$ cat src/rtl/fifo_push_arb_pkg.sv
// fifo_push_arb_pkg: default parameters and counter width for the FIFO push arbiter
package fifo_push_arb_pkg;
  localparam int NUM_REQ_DEF = 4;
  localparam int DATA_WIDTH_DEF = 8;
  localparam int DEPTH_DEF = 32;
  localparam int CNT_W = 32;
endpackage

$ cat src/rtl/fifo_push_arb_rr_arb_core.sv
// rr_arb_core: combinational round-robin search starting at ptr, one-hot grant
module rr_arb_core #(
  parameter int N = 4
) (
  input  logic [N-1:0]         req,
  input  logic [$clog2(N)-1:0] ptr,
  input  logic                 en,
  output logic [N-1:0]         gnt
);
  localparam int PW = $clog2(N);
  logic [PW:0] sum;
  logic [PW-1:0] idx;
  logic found;
  always_comb begin
    gnt = '0;
    found = 1'b0;
    sum = '0;
    idx = '0;
    for (int i = 0; i < N; i++) begin
      sum = {1'b0, ptr} + (PW+1)'(i);
      idx = (sum >= (PW+1)'(N)) ? PW'(sum - (PW+1)'(N)) : PW'(sum);
      if (en && !found && req[idx]) begin
        gnt[idx] = 1'b1;
        found = 1'b1;
      end
    end
  end
endmodule

$ cat src/rtl/fifo_push_arb.sv
// fifo_push_arb: round-robin arbiter sharing one FIFO write port, with occupancy tracking
// FIFO_PUSH_ARB_STATS_EN builds saturating grant/stall counters; otherwise they read 0.
module fifo_push_arb
  import fifo_push_arb_pkg::*;
#(
  parameter int NUM_REQ = NUM_REQ_DEF,
  parameter int DATA_WIDTH = DATA_WIDTH_DEF,
  parameter int DEPTH = DEPTH_DEF
) (
  input  logic                                clk,
  input  logic                                rst_n,
  input  logic [NUM_REQ-1:0]                  req,
  input  logic [NUM_REQ-1:0][DATA_WIDTH-1:0]  req_data,
  output logic [NUM_REQ-1:0]                  gnt,
  input  logic                                fifo_rden,
  output logic                                fifo_wren,
  output logic [DATA_WIDTH-1:0]               fifo_wrdata,
  output logic [$clog2(DEPTH+1)-1:0]          occupancy,
  output logic [CNT_W-1:0]                    grant_cnt,
  output logic [CNT_W-1:0]                    stall_cnt
);
  localparam int PW = $clog2(NUM_REQ);
  localparam int OW = $clog2(DEPTH+1);
  logic [PW-1:0] ptr;
  logic [PW-1:0] gnt_idx;
  logic [DATA_WIDTH-1:0] gnt_data;
  logic space;
  logic any_gnt;
  logic rd_eff;
  // a read in the same cycle frees the slot a full FIFO needs
  assign space = (occupancy < OW'(DEPTH)) || fifo_rden;
  assign any_gnt = |gnt;
  assign rd_eff = fifo_rden && (occupancy != '0);
  rr_arb_core #(.N(NUM_REQ)) u_core (
    .req(req),
    .ptr(ptr),
    .en (rst_n && space),
    .gnt(gnt)
  );
  always_comb begin
    gnt_idx = '0;
    gnt_data = '0;
    for (int i = 0; i < NUM_REQ; i++) begin
      if (gnt[i]) begin
        gnt_idx = PW'(i);
        gnt_data = req_data[i];
      end
    end
  end
  always_ff @(posedge clk or negedge rst_n) begin
    if (!rst_n) begin
      ptr <= '0;
      fifo_wren <= 1'b0;
      fifo_wrdata <= '0;
      occupancy <= '0;
    end else begin
      fifo_wren <= any_gnt;
      if (any_gnt) begin
        fifo_wrdata <= gnt_data;
        ptr <= (gnt_idx == PW'(NUM_REQ-1)) ? '0 : gnt_idx + 1'b1;
      end
      occupancy <= occupancy + OW'(any_gnt) - OW'(rd_eff);
    end
  end
`ifdef FIFO_PUSH_ARB_STATS_EN
  always_ff @(posedge clk or negedge rst_n) begin
    if (!rst_n) begin
      grant_cnt <= '0;
      stall_cnt <= '0;
    end else begin
      grant_cnt <= (any_gnt && !(&grant_cnt)) ? grant_cnt + 1'b1 : grant_cnt;
      stall_cnt <= ((|req) && !any_gnt && !(&stall_cnt)) ? stall_cnt + 1'b1 : stall_cnt;
    end
  end
`else
  assign grant_cnt = '0;
  assign stall_cnt = '0;
`endif
endmodule

$ cat config.mk
export PLATFORM = sky130hd
export DESIGN_NAME = fifo_push_arb
export DESIGN_NICKNAME = d
export VERILOG_FILES = /design/src/rtl/fifo_push_arb_pkg.sv /design/src/rtl/fifo_push_arb_rr_arb_core.sv /design/src/rtl/fifo_push_arb.sv
export SDC_FILE = /design/constraint.sdc
export NUM_CORES = 1
export LEC_CHECK = 0
export ABC_AREA = 1
export BUFFER_PORTS_ARGS = -buffer_cell sky130_fd_sc_hd__buf_2
export CORE_MARGIN = 10
export CORE_UTILIZATION = 35
export CTS_BUF_LIST = sky130_fd_sc_hd__clkbuf_4
export DETAILED_ROUTE_END_ITERATION = 10
export MAX_ROUTING_LAYER = met4
export PLACE_DENSITY = 0.7
export SYNTH_ARGS = -nofsm -noshare
export SYNTH_HDL_FRONTEND = slang
export SYNTH_SLANG_ARGS = --single-unit
$ cat constraint.sdc
create_clock -name clk -period 4.08 [get_ports clk]
set_input_delay 0.408 -clock clk [delete_from_list [all_inputs] [get_ports clk]]
set_output_delay 0.408 -clock clk [all_outputs]
set_load 0.02 [all_outputs]
# Word-level counts from Yosys, hierarchy flattened
# Index checks and enable logic that the tools add are counted.
[word_totals]
in_bits = 39
register_bits = 17
wordCells = 85
out_inout_bits = 83
[op_classes]
eq_ne = 1
n_lt_le_gt_ge = 13
mux = 35
addsub = 10
n_reduce_logical = 19
n_bitwise = 3
[op_table]
columns = ["op", "count"]
rows = [
  ["$mux W8", 4],
  ["$mux W4", 4],
  ["$mux W2", 7],
  ["$logic_and A1 B1 Y1", 13],
  ["$lt A2 B3 Y1 const B", 4],
  ["$mux W1", 12],
  ["$or A4 B4 Y4", 3],
  ["$ge A3 B3 Y1 const B", 3],
  ["$bmux W1 S2", 4],
  ["$demux W1 S2", 4],
  ["$ge A2 B1 Y1 const B", 4],
  ["$sub A2 B1 Y2 const B", 4],
  ["$add A2 B2 Y3 const B", 2],
  ["$add A6 B1 Y6", 1],
  ["$lt A6 B6 Y1 const B", 1],
  ["$reduce_bool A6 Y1", 1],
  ["$sub A6 B1 Y6", 1],
  ["$reduce_or A4 Y1", 1],
  ["$add A2 B1 Y3 const B", 1],
  ["$ge A2 B3 Y1 const B", 1],
  ["$logic_not A1 Y1", 3],
  ["$add A2 B1 Y2 const B", 1],
  ["$eq A2 B2 Y1 const B", 1],
  ["$logic_or A1 B1 Y1", 1],
]

# Longest topological paths before layout
[logic_depth]
ltp_word = 23
ltp_mapped = 23
depth_no_buf = 22

# By module
# A second synthesis with hierarchy kept.
[unflattened]
cells_unflattened = 273
hier_area_um2 = 2018.2
[by_module_without_submodules]
columns = ["mod", "instances", "area_per_inst_um2", "seq_area_each_um2", "cells_per_inst"]
rows = [
  ["fifo_push_arb", 1, 1617.8, 425.4, 207],
  ["rr_arb_core", 1, 400.4, 0.0, 66],
]

# Worst setup path after synthesis
# Ideal clock, no wire load.
[synth_path]
kind = "flip-flop to flip-flop"
from = "register ptr[0]"
to = "register occupancy[4]"
setup_time_ns = 0.080
path_buffers = 1
setup_slack_ns = 0.756
stages_incl_launch_ff = 22
required_time_ns = 4.000
synth_period_minus_slack_ns = 3.324
arrival_ns = 3.244
path_cell_list = "dfrtp_1 -> inv_2 -> ha_1 -> inv_1 -> nand3_2 -> nand2_2 -> inv_2 -> nor2_8 -> nand3_1 -> nand3_4 -> inv_2 -> nand2_2 -> nor2_4 -> buf_8 -> ha_1 -> inv_1 -> ha_1 -> fa_1 -> a21oi_1 -> nor2_1 -> nor2_1 -> xnor2_1"
[synth_between]
elab_chain_cells = 21
word_cells_on_any_way = 66
cone_classes = "9 x add/sub; 12 x order compare; 27 x mux; 3 x bitwise; 15 x reduce/logical"
[synth_rtl]
columns = ["item", "line_no", "source"]
rows = [
  ["start: declaration", "fifo_push_arb.sv:24", "logic [PW-1:0] ptr;"],
  ["start signal: assignment", "fifo_push_arb.sv:60", "ptr <= (gnt_idx == PW'(NUM_REQ-1)) ? '0 : gnt_idx + 1'b1;"],
  ["branches (longest 17 deep; another with $add A2 B1 Y3)", "n/a", ""],
  ["$mux W4 (*)", "fifo_push_arb_rr_arb_core.sv:22", "if (en && !found && req[idx]) begin"],
  ["via gnt[1]", "fifo_push_arb.sv:14", "output logic [NUM_REQ-1:0] gnt,"],
  ["$reduce_or A4 Y1 (*)", "fifo_push_arb.sv:32", "assign any_gnt = |gnt;"],
  ["$add A6 B1 Y6 (*)", "fifo_push_arb.sv:62", "occupancy <= occupancy + OW'(any_gnt) - OW'(rd_eff);"],
  ["$sub A6 B1 Y6 (*)", "fifo_push_arb.sv:62", ""],
  ["end signal: assignment", "fifo_push_arb.sv:62", ""],
  ["end: declaration", "fifo_push_arb.sv:18", "output logic [$clog2(DEPTH+1)-1:0] occupancy,"],
]
# Mark *: on every way through the listed nets, which the timed path passes. The select of a mux whose other input is x is not followed.
# A chain may end at the register's enable or synchronous reset.

# Worst setup path in the final report
[layout_path]
from = "register ptr[0]"
to = "register occupancy[5]"
[layout_between]
elab_chain_cells = 21
word_cells_on_any_way = 66
cone_classes = "9 x add/sub; 12 x order compare; 27 x mux; 3 x bitwise; 15 x reduce/logical"
[layout_rtl]
columns = ["item", "line_no"]
rows = [
  ["branches (longest 17 deep; another with $add A2 B1 Y3)", "n/a"],
  ["$mux W4 (*)", "fifo_push_arb_rr_arb_core.sv:22"],
  ["$reduce_or A4 Y1 (*)", "fifo_push_arb.sv:32"],
  ["$add A6 B1 Y6 (*)", "fifo_push_arb.sv:62"],
  ["$sub A6 B1 Y6 (*)", "fifo_push_arb.sv:62"],
]
# Mark *: on every way between the ends. The select of a mux whose other input is x is not followed.

==> key figures <==
Placed design
  • DP Cell Count: 422
  • IO Port Bufs: 57
  • DP HPWL: 4770 µm
  • Gp weighted congestion: 0.887

Clock network
  • Clock transition at path regs: 0.09 ns
  • Clock root buffer: clkbuf_4
  • Post-CTS Setup Inserts: 0
  • Max Root-Sink Buffers: 2
  • Cts hold-fix bufs: 0
  • Cts bufs inserted: 3
  • Clk_lat worst skew: 0.29 ns
  • Post-cts sizing count: 0
  • H-tree depth: 1
  • CTS tree: built
  • Clock sink count: 17

Power
  • Leak: 0.00145 µW
  • Power Total: 1890 µW
  • Pwr Density: 827 mW/mm²
  • Maximum vdd drop: 0.513 mV

Setup path
  • Critical path class: flop to flop
  • Worst EP required: 4.26 ns
  • Crit-path max FO: 18
  • CP max stage delay: 0.52 ns
  • Worst EP arrival: 3.67 ns
  • Reg-to-reg startpoint: ptr[0]$_DFFE_PN0N_
  • R2R depth: 22
  • CP cell instances: inv_2 -> ha_1 -> inv_1 -> nand3_2 -> nand2_2 -> inv_2 -> nor2_8 -> nand3_1 -> nand2_1 -> nor2_4 -> nand2_4 -> nor2_4 -> ha_1 -> inv_1 -> ha_1 -> a21oi_1 -> inv_1 -> a31oi_1 -> nor2_1 -> o21ai_0 -> nand2_1 -> xnor2_1
  • Startpoint types: flop
  • CP endpoint kind: flop
  • Slowest cell on the critical path: dfrtp_1
  • R2R setup slack: 0.59 ns
  • Reg2reg end: occupancy[5]$_DFF_PN0_

Min path
  • Path category of the worst min-delay check: input pin to async pin

Layout
  • P&R area growth vs syn: 7.21%
  • Final non-filler cell total: 426
  • Commonest non-fill, non-tap cell in the layout: nand2_1
  • Diodes inserted: 0
  • Layout cells sized above 1: 29.9%
  • Nets@finish: 407
  • Most frequent cells in the layout: 67 x nand2_1, 64 x conb_1, 57 x buf_2

Synth
  • Synth top area share: 22.5%
  • Synth area leader: buf_4
  • Number of synthesized register bits: 17
  • Mapped Cells: 291
  • Sequential share of the synthesized area: 19.9%
  • Synthesized area per cell: 7.34 µm²
  • Cell variety after synth: 29
  • Area contributors post-synth: buf_4 23%, dfrtp_1 20%, nand2_1 12%
  • Synthesis warning total: 0
  • Synthesized area: 0.00213 mm²

Floorplanning
  • Core area: 0.00592 mm²
  • Die area: 0.00962 mm²
  • Initial Util: 36.1%
  • Die Wd: 98.1 µm
  • Num ports: 122
  • FP Rows: 28
  • Die height: 98.1 µm

STA
  • Setup repair after global routing missed its margin: false
  • Clock Skews: 0.00148 ns
  • Fin. max-slew vios: 0
  • Fin Hold WS: 0.103 ns
  • Fin Setup TNS: 0 ns
  • Setup Viol. Count Final: 0
  • Final Hold Fails: 0
  • Period utilization: 85.6%
  • Post-layout min period: 3.49 ns
  • Achievable clock frequency: 0.286 GHz

GRT
  • Vias in the first global route: 1827
  • Initial antenna violation count: 0
  • Total grt overflow: 0
  • Total GRT Usage: 10.8%
  • First-pass GRT wire length: 8710 µm
  • Largest net degree at the start of global routing: 19

Detailed routing
  • Post-DR vias/cell: 4.08
  • Detail Route Antenna Nets: 0
  • Via Count: 1739
  • Routed wire length: 5400 µm
  • Post-DR wirelength/cell: 12.7 µm
  • Starting DRT DRC Count: 92
  • DRT Pass-1 Iters: 4
  • DRC Markers: 0

Outcome
  • Status: completed

Job
  • Max capacitance violation total: 0
state kept, by name, summed over array words and instances, names as in the netlist:
name,flops
fifo_wrdata,8
fifo_wren,1
ptr,2
occupancy,6
cell usage after synthesis:
| master | n |
|---|---|
| nand2_1 | 67 |
| buf_4 | 64 |
| nor2_1 | 26 |
| inv_1 | 25 |
| nand3_1 | 18 |
| dfrtp_1 | 17 |
| ha_1 | 15 |
| nand2_2 | 8 |
| nand3_2 | 8 |
| nor2_4 | 6 |
| inv_2 | 5 |
| or2_2 | 5 |
| a21oi_1 | 4 |
| nand2_4 | 4 |
| a31oi_1 | 2 |
| nand4_1 | 2 |
| xnor2_1 | 2 |
| xor2_1 | 2 |
| a21boi_4 | 1 |
| a21oi_2 | 1 |
| and2_4 | 1 |
| buf_6 | 1 |
| buf_8 | 1 |
| conb_1 | 1 |
| fa_1 | 1 |
| nand3_4 | 1 |
| nor2_2 | 1 |
| nor2_8 | 1 |
| o21ai_0 | 1 |
layer usage:
layer,global-route usage [%],vias to the layer above,share of wire [%]
li1,-,883,-
met4,2.35,0,0.83
met1,10.9,795,37
met5,-,-,0
met2,20.1,55,56
met3,2.82,6,6.7
critical path, delay by kind of cell, from the launching register on:
kind                       cells  cell delay (ns)
buffers and inverters          5             0.44
DFF                            1             0.52
adders and majority gates      3             0.69
xor gates and xnor gates       1             0.12
and+or+nand+nor               10             1.03
AOI/OAI and AO/OA              3             0.56
area by class of cell:
class                           instances  area [µm²]
Tap cell                               75        93.8
Clock buffer                            4        30.0
Timing Repair Buffer                   59         300
Sequential cell                        17         425
Multi-Input combinational cell        241        1330
Fill cell                             653        3630
Inverter                               30         113
worst max-delay path by stage:
stage,startpoint,to,slack [ns],cells past startpoint
after floorplan,ptr[0]$_DFFE_PN0N_,occupancy[4]$_DFF_PN0_,0.76,21
after global placement,ptr[0]$_DFFE_PN0N_,occupancy[5]$_DFF_PN0_,0.71,22
after detailed placement,ptr[0]$_DFFE_PN0N_,occupancy[5]$_DFF_PN0_,0.61,22
after CTS,ptr[0]$_DFFE_PN0N_,occupancy[5]$_DFF_PN0_,0.58,22
after global routing,ptr[0]$_DFFE_PN0N_,occupancy[5]$_DFF_PN0_,0.19,22
final,ptr[0]$_DFFE_PN0N_,occupancy[5]$_DFF_PN0_,0.59,22
per-stage QoR:
step / util [%] / cell area [µm²] / worst slack, ns
after global placement: 38.1 / 2260 / 0.707
after CTS: 38.7 / 2290 / 0.582
after detailed placement: 38.1 / 2260 / 0.614
after floorplan: - / 2370 / 0.756
final: 38.7 / 2290 / 0.589
after global routing: 38.7 / 2290 / 0.187
where the power goes:
| group | switching (µW) | leakage, µW | internal, µW | total (µW) |
|---|---|---|---|---|
| clock | 51.6 | 0.0000184 | 44.7 | 96.3 |
| sequential | 70.7 | 0.000206 | 267 | 338 |
| combinational | 949 | 0.00123 | 509 | 1460 |
cells by family after synthesis:
logic type	count (synthesis)	share of synthesized area [%]
and+or+nand+nor	148	36.5
AOI/OAI and AO/OA	9	3.05
buffers and inverters	96	29.0
other	1	0.176
DFF	17	19.9
xor gates and xnor gates	4	1.64
adders and majority gates	16	9.73
No activity file was read; power rests on OpenSTA's default activity.
